[src/rtl/i2s_rx_if.sv]
// i2s_rx_if: serial I2S inputs and the sample-pair valid/ready stream of i2s_rx
interface i2s_rx_if;
  logic bclk;
  logic lrclk;
  logic data;
  logic [15:0] left_out;
  logic [15:0] right_out;
  logic out_valid;
  logic out_ready;
  logic overrun;
  logic frame_err;
  logic locked;
  modport master (
    input  bclk, lrclk, data, out_ready,
    output left_out, right_out, out_valid, overrun, frame_err, locked
  );
  modport slave (
    output bclk, lrclk, data, out_ready,
    input  left_out, right_out, out_valid, overrun, frame_err, locked
  );
endinterface

[src/rtl/i2s_rx.sv]
// i2s_rx: left-justified / Philips I2S receiver delivering stereo pairs on a valid/ready stream
module i2s_rx #(
  parameter int DELAY = 0
) (
  input logic clk,
  input logic rst,
  i2s_rx_if.master bus
);
  typedef enum logic [1:0] {HUNT, LEFT, RIGHT} state_t;
  localparam logic [5:0] FIRST = 6'(DELAY);
  localparam logic [5:0] LAST = 6'(DELAY + 15);
  state_t state, state_nxt;
  logic [2:0] bclk_q, lrclk_q, data_q;
  logic lr_prev;
  logic [5:0] bit_idx;
  logic [15:0] sr_l, sr_r;
  logic rise, lr, d, lr_edge, fall_edge, rise_edge, full, in_win, load, err;
  logic [5:0] idx, off;
  assign rise = bclk_q[1] & ~bclk_q[2];
  assign lr = lrclk_q[1];
  assign d = data_q[1];
  assign lr_edge = rise && (lr != lr_prev);
  assign fall_edge = lr_edge && !lr;
  assign rise_edge = lr_edge && lr;
  assign idx = lr_edge ? 6'd0 : (bit_idx == 6'd63 ? bit_idx : bit_idx + 6'd1);
  assign off = idx - FIRST;
  assign in_win = off < 6'd16;
  assign full = bit_idx >= LAST;
  assign bus.locked = state != HUNT;
  always_ff @(posedge clk) begin
    if (rst) state <= HUNT;
    else state <= state_nxt;
  end
  always_comb begin
    state_nxt = state;
    load = 1'b0;
    err = 1'b0;
    case (state)
      HUNT: state_nxt = fall_edge ? LEFT : HUNT;
      LEFT: if (rise_edge) begin
        state_nxt = full ? RIGHT : HUNT;
        err = !full;
      end
      RIGHT: if (fall_edge) begin
        state_nxt = LEFT;
        load = full;
        err = !full;
      end
      default: state_nxt = HUNT;
    endcase
  end
  always_ff @(posedge clk) begin
    if (rst) begin
      bclk_q <= '0;
      lrclk_q <= '0;
      data_q <= '0;
      lr_prev <= 1'b0;
      bit_idx <= '0;
      sr_l <= '0;
      sr_r <= '0;
      bus.left_out <= '0;
      bus.right_out <= '0;
      bus.out_valid <= 1'b0;
      bus.overrun <= 1'b0;
      bus.frame_err <= 1'b0;
    end else begin
      bclk_q <= {bclk_q[1:0], bus.bclk};
      lrclk_q <= {lrclk_q[1:0], bus.lrclk};
      data_q <= {data_q[1:0], bus.data};
      if (rise) begin
        lr_prev <= lr;
        bit_idx <= idx;
        if (in_win && lr) sr_r <= {sr_r[14:0], d};
        if (in_win && !lr) sr_l <= {sr_l[14:0], d};
      end
      if (load) begin
        bus.left_out <= sr_l;
        bus.right_out <= sr_r;
      end
      bus.out_valid <= load | (bus.out_valid & ~bus.out_ready);
      bus.overrun <= load & bus.out_valid & ~bus.out_ready;
      bus.frame_err <= err;
    end
  end
endmodule

[src/flat_wrapper.sv]
// flat-port wrapper written by rule: the top's interface ports become plain ports
module i2s_rx_flat 
#(
  parameter int DELAY = 0
)
  (clk, rst, bus_bclk, bus_lrclk, bus_data, bus_out_ready, bus_left_out, bus_right_out, bus_out_valid, bus_overrun, bus_frame_err, bus_locked);
  i2s_rx_if bus_i ();
  input logic clk;
  input logic rst;
  input wire logic [$bits(bus_i.bclk)-1:0] bus_bclk;
  input wire logic [$bits(bus_i.lrclk)-1:0] bus_lrclk;
  input wire logic [$bits(bus_i.data)-1:0] bus_data;
  input wire logic [$bits(bus_i.out_ready)-1:0] bus_out_ready;
  output wire logic [$bits(bus_i.left_out)-1:0] bus_left_out;
  output wire logic [$bits(bus_i.right_out)-1:0] bus_right_out;
  output wire logic [$bits(bus_i.out_valid)-1:0] bus_out_valid;
  output wire logic [$bits(bus_i.overrun)-1:0] bus_overrun;
  output wire logic [$bits(bus_i.frame_err)-1:0] bus_frame_err;
  output wire logic [$bits(bus_i.locked)-1:0] bus_locked;
  assign bus_i.bclk = bus_bclk;
  assign bus_i.lrclk = bus_lrclk;
  assign bus_i.data = bus_data;
  assign bus_i.out_ready = bus_out_ready;
  assign bus_left_out = bus_i.left_out;
  assign bus_right_out = bus_i.right_out;
  assign bus_out_valid = bus_i.out_valid;
  assign bus_overrun = bus_i.overrun;
  assign bus_frame_err = bus_i.frame_err;
  assign bus_locked = bus_i.locked;
  i2s_rx #(.DELAY(DELAY)) u_core (.clk(clk), .rst(rst), .bus(bus_i));
endmodule
[config.mk]
export PLATFORM = sky130hd
export DESIGN_NAME = i2s_rx_flat
export DESIGN_NICKNAME = d
export VERILOG_FILES = /design/src/rtl/i2s_rx_if.sv /design/src/rtl/i2s_rx.sv /design/src/flat_wrapper.sv
export SDC_FILE = /design/constraint.sdc
export NUM_CORES = 1
export LEC_CHECK = 0
export BUFFER_PORTS_ARGS = -buffer_cell sky130_fd_sc_hd__buf_4
export CORE_ASPECT_RATIO = 1.2
export CORE_UTILIZATION = 31
export CTS_BUF_LIST = sky130_fd_sc_hd__clkbuf_16
export CTS_CLUSTER_DIAMETER = 60
export DETAILED_ROUTE_END_ITERATION = 7
export HOLD_SLACK_MARGIN = 0.02
export MAX_ROUTING_LAYER = met4
export PLACE_DENSITY = 0.47
export SETUP_SLACK_MARGIN = 0.1
export SLEW_MARGIN = 20
export SYNTH_ARGS = -nofsm -noshare
export SYNTH_HDL_FRONTEND = slang
export SYNTH_SLANG_ARGS = --single-unit
[constraint.sdc]
create_clock -name clk -period 4.8 [get_ports clk]
set_clock_uncertainty 0.1 [all_clocks]
set_input_delay 0 -clock clk [delete_from_list [all_inputs] [get_ports clk]]
set_output_delay 0 -clock clk [all_outputs]
set_load 0.05 [all_outputs]
==> impl_metrics.tcl <==
set metrics [dict create \
    path_clk_slew_ns 0.06 \
    postLayoutCoreUtil_pct 38.18 \
    worstReg2RegStart "u_core.lr_prev" \
    gp_congestion 0.7716 \
    holdBufCountCts 4 \
    grt_usage_pct 14.67 \
    final_cells 613 \
    synthArstFlopShare_pct 0 \
    io_pins 42 \
    worstHoldStart "rst" \
    postSynthAreaPerCell_um2 8.527 \
    antennaDiodeCount 0 \
    die-area_um2 12210 \
    dpl.cell_count 593 \
    yosys_warnings 0 \
    reg2reg_slack_ns 2.08 \
    antenna_found_initial 0 \
    met1_usage_pct 17.75 \
    core_um2 11510 \
    end_kind "register" \
    final-setup-viol-count 0 \
    crit_type "register to register" \
    placed_area_um2 4030 \
    grt_pass1_vias 2811 \
    synth_top_area_share_pct 45.53 \
    p_seq_share_pct 46.8 \
    slew-limit-headroom_pct 30.91 \
    synth.net_count 438 \
    dpl.hpwl_mm 5.034 \
    grt_max_degree 68 \
    ys_seq_area_share_pct 45.53 \
    die_h_um 120.9 \
    regToRegEndpoint "u_core.sr_r[9]" \
    clkPwrFrac_pct 50.5 \
    drive_gt1_share_pct 14.69 \
    p_leak_nw 1.570 \
    post_cts_buffers 0 \
    fmax_mhz 367.5 \
    layout.nets 461 \
    netlist_top_cells_area "dfxtp_1 46%, nand2_1 9.1%, a21oi_1 5.5%" \
    cts_sinks 83 \
    ant_nets 0 \
    hp-class "input port to register" \
    reg2reg_depth 4 \
    busiest_layer "met2" \
    finalCritPeriodShare_pct 56.68 \
    rsz0062_at_grt "false" \
    fin_tns_setup_ns 0 \
    fin_area_um2 4395 \
    clockRootBuffer "clkbuf_16" \
    ys_ff_latch 83 \
    hold_end "u_core.bit_idx[1]" \
    nFillCells 1243 \
    internal-power_mw 1.164 \
    vias 3060 \
    wirelength_mm 8.305 \
    drtIter0Drc 130 \
    ys_types 41 \
    synth_area_um2 3650 \
    rows 43 \
    viasPerCell 4.992 \
    crit_fanout 23 \
    p_per_area_nw_per_um2 337.9 \
    power_frac_comb_pct 2.6 \
    drv_cap 0 \
    hold-path-cell-count 2 \
    slew_violations 0 \
    power.total_mw 1.485 \
    vdd_drop_max_mv 0.1318 \
    worst_slew_pin_slew_ns 1.033 \
    area_growth_pct 20.43 \
    synth_top_flop_cell "dfxtp_1" \
    cts_buffer_depth 2 \
    htree_levels 3 \
    finalHoldViolCount 0 \
    status "finished, final reports clean" \
    synth_edf_count 0 \
    cts_tree "yes" \
    dieWidth_um 101.1 \
    syn_inst 428 \
    met2_usage_pct 22.36 \
    clock_latency_ns 0.34 \
    finalCriticalPeriod_ns 2.721 \
    start_util_pct 31.70 \
    required_ns 4.97 \
    place.port_buffers 41 \
    numCtsBuffers 9 \
    grt_pass1_wl_mm 13.59 \
    drcViolationCount 0 \
    wl_per_cell_um 13.55 \
    p_switching_mw 0.3212 \
    startpoint_type "register" \
    switching_share_pct 21.63 \
    grt_remaining_overflow 0 \
    cts_resized 0 \
    synth_top_area_cell "dfxtp_1" \
    drt_pass1_iterations 4 \
    crit_arrival_ns 2.89 \
    met3_usage_pct 3.111 \
]
-- final cells by class --
class                      count  area, um2  share of cell area, %
multi-input combinational    302       1808                  41.13
sequential                    83       1663                  37.83
tap                          157      196.4                  4.469
clock inverter                 7      98.84                  2.249
timing repair buffer          50      385.4                  8.767
clock buffer                   9      225.2                  5.124
inverter                       5      18.77                 0.4270
-- worst max path at each step --
stage,cells past startpoint,slack (ns),endpoint,startpoint
6_report,4,2.08,u_core.sr_r[9],u_core.lr_prev
2_1_floorplan,7,2.91,u_core.sr_l[5],u_core.bit_idx[0]
4_1_cts,4,1.93,u_core.sr_r[9],u_core.bit_idx[5]
5_1_grt,4,1.89,u_core.sr_r[11],u_core.lr_prev
3_3_place_gp,4,2.05,u_core.sr_r[4],u_core.bit_idx[5]
3_5_place_dp,4,1.94,u_core.sr_r[11],u_core.bit_idx[5]
-- registers in the layout, indices dropped and copies added (netlist names) --
signal                flops
u_core.data_q             2
u_core.sr_r              16
u_core.lrclk_q            2
u_core.bclk_q             3
u_core.bit_idx            6
u_core.lr_prev            1
u_core.bus.out_valid      1
u_core.sr_l              16
u_core.state              2
u_core.bus.right_out     16
u_core.bus.frame_err      1
u_core.bus.overrun        1
u_core.bus.left_out      16
-- synthesized netlist by cell type, types with 3 or more instances --
library cell  instances
nor3_1                5
a21o_1                3
a21oi_1              40
nor3b_1               3
clkbuf_1             27
or4_1                17
nand2b_1             17
inv_1                 4
mux2i_1              17
ha_1                  4
a41oi_1              15
nor2_1               19
nand2_1              88
o2111ai_1            17
buf_2                 7
dfxtp_1              83
nand3_1              20
nor2b_1               9
a31oi_1               5
-- cell families after synthesis --
logic type,after synthesis,synth area share (%)
AOI/OAI and AO/OA,92,17.79
xor gates and xnor gates,1,0.4458
adders and majority gates,4,1.371
buffers and inverters,43,5.073
DFF,83,45.53
muxes,17,4.662
and+or+nand+nor,188,25.13
-- layer usage --
metal	share of wire [%]	wire length, um	up-vias
met4	3.3	276	0
met2	46	3817	44
met1	48	3991	1419
met5	0	0	-
met3	2.6	220	15
li1	-	-	1582
-- placed cells by master (no fill, tap or decap), types with 2 or more instances in the layout --
cell | synthesis | final
nand2_1 | 88 | 88
dfxtp_1 | 83 | 82
buf_4 | 0 | 46
a21oi_1 | 40 | 40
nand3_1 | 20 | 20
nor2_1 | 19 | 19
mux2i_1 | 17 | 17
nand2b_1 | 17 | 17
or4_1 | 17 | 17
o2111ai_1 | 17 | 17
a41oi_1 | 15 | 15
nor2b_1 | 9 | 9
clkbuf_16 | 0 | 9
a31oi_1 | 5 | 5
nor3_1 | 5 | 5
inv_1 | 4 | 4
ha_1 | 4 | 4
dlygate4sd3_1 | 0 | 4
a21o_1 | 3 | 3
and4_1 | 2 | 2
a211oi_1 | 2 | 2
and2_1 | 2 | 2
nor3b_1 | 3 | 2
nand4_1 | 2 | 2
inv_6 | 0 | 2
bufinv_16 | 0 | 2
-- worst max-delay path: stages, from the launching register on --
cell      delay, ns
dfxtp_1        0.89
xor2_2         0.30
a22oi_2        0.15
a211oi_4       0.91
mux2i_1        0.28
-- power by group through the flow --
stage,sequential (mW),combinational (mW),clock (mW)
6_report,0.696,0.0392,0.750
5_1_grt,0.696,0.0432,0.802
2_1_floorplan,0.709,0.0292,0
4_1_cts,0.696,0.0397,0.774
3_3_place_gp,0.711,0.0367,0
3_5_place_dp,0.711,0.0372,0
-- per-stage QoR --
stage | hold WS [ns] | setup WS [ns]
2_1_floorplan | 0.02818 | 2.910
3_3_place_gp | 0.1118 | 2.051
3_5_place_dp | 0.1141 | 1.938
4_1_cts | 0.08700 | 1.932
5_1_grt | 0.1205 | 1.887
6_report | 0.08128 | 2.079
No activity file was read; power rests on OpenSTA's default activity.
